## config.mk

```make
export PLATFORM = sky130hd
export DESIGN_NAME = ysyx_22040759_ifu
export DESIGN_NICKNAME = d
export VERILOG_FILES = /design/src/rtl/ysyx_22040759_ifu.sv
export SDC_FILE = /design/constraint.sdc
export NUM_CORES = 1
export LEC_CHECK = 0
export CAP_MARGIN = 10
export CORE_MARGIN = 2
export CORE_UTILIZATION = 45
export DETAILED_ROUTE_END_ITERATION = 8
export DONT_BUFFER_PORTS = 1
export HOLD_SLACK_MARGIN = 0.03
export SLEW_MARGIN = 20
export SYNTH_ARGS = -nofsm -noshare
export SYNTH_HDL_FRONTEND = slang
export SYNTH_SLANG_ARGS = --single-unit
export TNS_END_PERCENT = 30
```

## constraint.sdc

```tcl
create_clock -name clk -period 2.9 [get_ports clk]
set_clock_uncertainty 0.2 [all_clocks]
set_input_delay 0.145 -clock clk [delete_from_list [all_inputs] [get_ports clk]]
set_output_delay 0.145 -clock clk [all_outputs]
set_load 0.02 [all_outputs]
```

## src/rtl/ysyx_22040759_ifu.sv

```systemverilog
// Instruction fetch unit: owns the PC, issues one fetch at a time and hands each
// instruction to decode over valid/ready, applying redirects from execute.
module ysyx_22040759_ifu #(
    parameter logic [63:0] RESET_PC = 64'h0000_0000_8000_0000
) (
    input  logic        clk,
    input  logic        rst,
    output logic        imem_req_valid,
    input  logic        imem_req_ready,
    output logic [63:0] imem_req_addr,
    input  logic        imem_rsp_valid,
    input  logic [31:0] imem_rsp_data,
    output logic        inst_valid,
    input  logic        inst_ready,
    output logic [31:0] inst_o,
    output logic [63:0] pc_o,
    input  logic        redirect_valid,
    input  logic [63:0] redirect_pc
);
    localparam logic [1:0] ST_REQ  = 2'd0;
    localparam logic [1:0] ST_WAIT = 2'd1;
    localparam logic [1:0] ST_HOLD = 2'd2;

    logic [1:0]  state_r, state_s;
    logic [63:0] pc_r, pc_s;
    logic        drop_r, drop_s;
    logic [31:0] inst_q_r, inst_q_s;
    logic [63:0] pc_q_r, pc_q_s;
    logic        req_valid_r;
    logic        inst_valid_r;
    logic [63:0] target_s;
    logic [63:0] pc_inc_s;

    assign target_s = {redirect_pc[63:2], 2'b00};
    assign pc_inc_s = pc_r + 64'd4;

    // Next-state logic; drop marks an in-flight response that must be discarded.
    always_comb begin
        state_s  = state_r;
        pc_s     = pc_r;
        drop_s   = drop_r;
        inst_q_s = inst_q_r;
        pc_q_s   = pc_q_r;
        case (state_r)
            ST_REQ: begin
                if (redirect_valid) begin
                    pc_s = target_s;
                    if (imem_req_ready) begin
                        state_s = ST_WAIT;
                        drop_s  = 1'b1;
                    end else begin
                        state_s = ST_REQ;
                    end
                end else if (imem_req_ready) begin
                    state_s = ST_WAIT;
                end else begin
                    state_s = ST_REQ;
                end
            end
            ST_WAIT: begin
                if (imem_rsp_valid) begin
                    if (drop_r || redirect_valid) begin
                        drop_s  = 1'b0;
                        state_s = ST_REQ;
                        if (redirect_valid) begin
                            pc_s = target_s;
                        end else begin
                            pc_s = pc_r;
                        end
                    end else begin
                        inst_q_s = imem_rsp_data;
                        pc_q_s   = pc_r;
                        state_s  = ST_HOLD;
                    end
                end else if (redirect_valid) begin
                    drop_s = 1'b1;
                    pc_s   = target_s;
                end else begin
                    state_s = ST_WAIT;
                end
            end
            ST_HOLD: begin
                // A redirect wins over sequential advance whether or not decode took the instruction.
                if (redirect_valid) begin
                    pc_s    = target_s;
                    state_s = ST_REQ;
                end else if (inst_ready) begin
                    pc_s    = pc_inc_s;
                    state_s = ST_REQ;
                end else begin
                    state_s = ST_HOLD;
                end
            end
            default: begin
                state_s = ST_REQ;
                drop_s  = 1'b0;
            end
        endcase
    end

    // State and output registers.
    always_ff @(posedge clk) begin
        if (rst) begin
            state_r      <= ST_REQ;
            pc_r         <= RESET_PC;
            drop_r       <= 1'b0;
            inst_q_r     <= 32'd0;
            pc_q_r       <= 64'd0;
            req_valid_r  <= 1'b1;
            inst_valid_r <= 1'b0;
        end else begin
            state_r      <= state_s;
            pc_r         <= pc_s;
            drop_r       <= drop_s;
            inst_q_r     <= inst_q_s;
            pc_q_r       <= pc_q_s;
            req_valid_r  <= (state_s == ST_REQ);
            inst_valid_r <= (state_s == ST_HOLD);
        end
    end

    assign imem_req_valid = req_valid_r;
    assign imem_req_addr  = {pc_r[63:2], 2'b00};
    assign inst_valid     = inst_valid_r;
    assign inst_o         = inst_q_r;
    assign pc_o           = pc_q_r;

endmodule

```

# Yosys cells after proc, flatten, opt, wreduce, memory -nomap -nowiden
# Cells that the tools add are included.
# word_totals
regBits	165
input_bits	102
# op_classes
eq_ne	8
add_sub_neg	1
n_reduce_logical	7
bitwise_logic	2
n_mux	19
# ops
cell	count
$mux W64	5
$pmux W64 S3	1
$add A64 B3 Y64 const B	1
$mux W2	5
$ne A3 B3 Y1 const B	3
$mux W1	6
$pmux W2 S3	1
$reduce_and A3 Y1	2
$reduce_and A5 Y1	1
$eq A2 B2 Y1 const B	2
$logic_not A2 Y1	2
$ne A2 B2 Y1 const B	2
$pmux W1 S3	1
$reduce_bool A3 Y1	1
$eq A2 B1 Y1 const B	1
$not A1 Y1	2
$logic_or A1 B1 Y1	1

# Depth between registers and ports, before layout
# logic_depth
depth_word	5
depth_mapped	9
mapped_depth_nobuf	7

# Worst setup path after synthesis
# OpenSTA, ideal clock, no wires.
# synth_timing
path_kind	register to register
startpoint	reg pc_r[2]
endpoint	reg pc_r[38]
n_path_buf	0
setup_slack_ps	533
stages_incl_launch_ff	8
t_arrival_ps	2094
setup_ps	73
cell_sequence	dfxtp_1 -> ha_1 -> nand3_1 -> nor4_2 -> and4_1 -> nand3_1 -> mux2_1 -> nor3_2
# synth_between
elab_chain_len	4
# synth_rtl
element	line	rtl
start: declaration	25	logic [63:0] pc_r, pc_s;
start signal: assignment	113	pc_r <= pc_s;
$add A64 B3 Y64	35	assign pc_inc_s = pc_r + 64'd4;
$mux W64	87	end else if (inst_ready) begin
$mux W64	84	if (redirect_valid) begin
$pmux W64 S3	44	case (state_r)
# Every way passes these cells. The select of a mux whose other input is x is not followed.
# A chain may end at the register's enable or synchronous reset.

# Worst setup path after layout
# layout_timing
startpoint	reg state_r[1]
endpoint	reg pc_r[59]
# layout_between
elab_chain_len	3
# layout_rtl
element	line	rtl
start: declaration	24	logic [1:0] state_r, state_s;
start signal: assignment	112	state_r <= state_s;
$eq A2 B2 Y1, or another cell as far along	44	
$ne A3 B3 Y1 (no line) or $reduce_bool A3 Y1 (tied branches)	n/a	
$reduce_and A3 Y1 (no line)	n/a	
# Parallel ways exist; a longest one is shown, timed or not.

==> flow_summary.json <==
{
  "h-tree-depth": 4,
  "ir_worst_vdd_v": 0.000406,
  "clk-insertion-delay-late_ns": 0.43,
  "final_util_pct": 59.5,
  "cpMaxStageDelayCell": "dlygate4sd3_1",
  "hp-class": "in -> reg",
  "layout_min_cycle_time_ns": 2.70,
  "synth_area_mm2": 0.00764,
  "core_mm2": 0.0166,
  "ys_seq_area_share_pct": 42.2,
  "clk_pin_slew_ns": 0.06,
  "ys_types": 60,
  "post-route-period-util_pct": 93.0,
  "drv_cap": 0,
  "rrSetupSlack_ns": 0.20,
  "drt_iter0_drc": 597,
  "cts_made_buffers": 17,
  "worst-r2r-cell-count": 8,
  "cp.arrival_ns": 2.78,
  "hold_violations": 0,
  "fmax_ghz": 0.371,
  "worstPathMaxFanout": 12,
  "cellLeakagePower_nw": 3.53,
  "place_area_mm2": 0.00820,
  "initial_core_util_pct": 46.1,
  "hp-start": "inst_ready",
  "path_class": "reg -> reg",
  "postRouteAntennaNets": 0,
  "multi_input_area_mm2": 0.00407,
  "r2r-start": "state_r[1]$_SDFF_PP0_",
  "synth_async_sr_flop_share_pct": 0,
  "dpl.cell_count": 1241,
  "syn_inst": 1032,
  "grt_pass1_vias": 7702,
  "clockBufferDepth": 2,
  "wl_mm": 26.1,
  "first_pass_iters": 5,
  "crit_required_ns": 2.98,
  "synthFlopType": "dfxtp_1",
  "synth.largest_area_cell": "dfxtp_1",
  "holdPathStages": 3,
  "synth_commonest_cells": "nand2_1 (269), dfxtp_1 (161), a21oi_1 (144)",
  "post_route_cells_drive_above_1_share_pct": 10.7,
  "synth_edf_count": 0,
  "tightest_slew_ns": 0.650,
  "die_area_mm2": 0.0180,
  "rows": 47,
  "routabilityCongestion": 0.854,
  "rsz0062_at_grt": "false",
  "grt_max_degree": 140,
  "numClockSinks": 161,
  "overflow": 0,
  "post-dp-hpwl_mm": 17.3,
  "synth_seq_cells": 161,
  "cts_root_buf": "clkbuf_16",
  "drv_slew": 0,
  "vias": 8043,
  "post_drt_wl_per_cell_um": 18.9,
  "setup-tns-final_ns": 0,
  "crit_buf_inv": 2,
  "grt_use_total_pct": 28.6,
  "startpoint_type": "flop",
  "max_stage_delay_ns": 0.58,
  "cpLargestDelayFamily": "buffers and inverters",
  "synth_area_leaders": "dfxtp_1 (42%), nand2_1 (13%), a21oi_1 (9.4%), nand3_1 (2.9%), clkbuf_1 (2.8%)",
  "syn_area_per_cell_um2": 7.41,
  "fp.dieH_um": 134,
  "total_power_mw": 5.13,
  "reg2reg_to": "pc_r[59]$_SDFFE_PP0P_",
  "powerDensity_mw_per_mm2": 519,
  "via_per_inst": 5.82,
  "crit_chain": "a21oi_1, a21o_1, nor2_2, buf_6, mux2_2, a32oi_1, dlygate4sd3_1, a31oi_1",
  "nets": 1252,
  "die_w_um": 134,
  "numPortBuffers": 0,
  "regArea_mm2": 0.00322,
  "cp-end-kind": "flop",
  "instances_no_fill": 1383,
  "yosysMostFrequentCell": "nand2_1",
  "design_area_mm2": 0.00987,
  "grt_pass1_wl_mm": 41.4,
  "area.growth.synth_to_final_pct": 29.2,
  "holdPathEnd": "pc_r[59]$_SDFFE_PP0P_",
  "setup_viol": 0,
  "cts_tree": "done",
  "io_pins": 264,
  "cts_setup_buffers": 0,
  "synth_top_area_share_pct": 42.2,
  "antenna_found_initial": 1,
  "fillerInstances": 1611,
  "remaining_drc_errors": 0,
  "ys_warn_count": 0,
  "slew_headroom_pct": 56.3,
  "outcome": "complete, no violations"
}
## how the worst max path moves through the flow
stage | from | to | cells past startpoint
floorplan | pc_r[2]$_SDFFE_PP0P_ | pc_r[38]$_SDFFE_PP0P_ | 7
global placement | pc_r[2]$_SDFFE_PP0P_ | pc_r[50]$_SDFFE_PP0P_ | 7
detailed placement | pc_r[39]$_SDFFE_PP0P_ | pc_r[47]$_SDFFE_PP0P_ | 7
CTS | state_r[1]$_SDFF_PP0_ | pc_r[59]$_SDFFE_PP0P_ | 8
global route | state_r[0]$_SDFF_PP0_ | inst_o[9]$_SDFFE_PP0P_ | 7
finish | state_r[1]$_SDFF_PP0_ | pc_r[59]$_SDFFE_PP0P_ | 8
## layout make-up
class,instances,share of cell area (%)
Multi-Input combinational cell,778,41.2
Sequential cell,161,32.7
Timing Repair Buffer,180,17.3
Clock buffer,20,4.52
Tap cell,220,2.79
Clock inverter,12,1.04
Inverter,11,0.418
Antenna cell,1,0.0253
## through the flow
stage                     worst slack, ns  hold slack (ns)
final                               0.203           0.0541
after global placement              0.409           0.0281
after detailed placement            0.369           0.0289
after global routing               0.0308           0.0829
after CTS                          0.0626           0.0331
after floorplan                     0.533           0.0810
## kinds of logic after synthesis
logic type               Yosys count  synth area share, %
other                              1               0.0491
buffers and inverters             96                 5.12
adder cells (fa/ha/maj)            1                0.164
XOR/XNOR                           1                0.115
flip-flops                       161                 42.2
AND/OR/NAND/NOR                  474                 28.4
AO/OA/AOI/OAI                    280                 21.5
multiplexers                      18                 2.44
## routing by layer
metal  routed length [um]  track usage [%]
met2                12500             46.9
met1                11100             37.3
met5                    0                0
met3                 2150             6.88
met4                  444             8.65
## repair_timing
| item | CTS | global route |
|---|---|---|
| hold buffers | 109 | 0 |
| gates resized for setup | 0 | 3 |
| hold endpoints to repair | 161 | 0 |
| endpoints found under the setup margin | 0 | 1 |
## tightest hold or removal path: stages
cell	delay [ns]
nand2_1	0.24
or4_1	0.17
a31oi_1	0.07
## state kept, by name (all words and copies together) (netlist names)
register / cells
pc_o: 62
pc_r: 62
inst_o: 32
state_r: 2
drop_r: 1
imem_req_valid: 1
inst_valid: 1
## placed cells by master (no fill, tap or decap), drive strengths merged, types with 16 or more instances in the layout
cell type,synthesis,final
clkbuf,61,20
o22ai,17,17
nand4,24,24
nand2,269,269
and3,16,16
nor2,53,53
buf,24,72
nor3,22,22
dlygate4sd3,0,108
dfxtp,161,161
o21ai,36,36
a21oi,144,144
nand3,46,46
## power breakdown
group	internal (mW)	total [mW]	switching (mW)
Combinational	0.255	0.610	0.355
Clock	1.14	2.12	0.980
Sequential	2.29	2.40	0.114
Power figures use the tool's default switching activity.
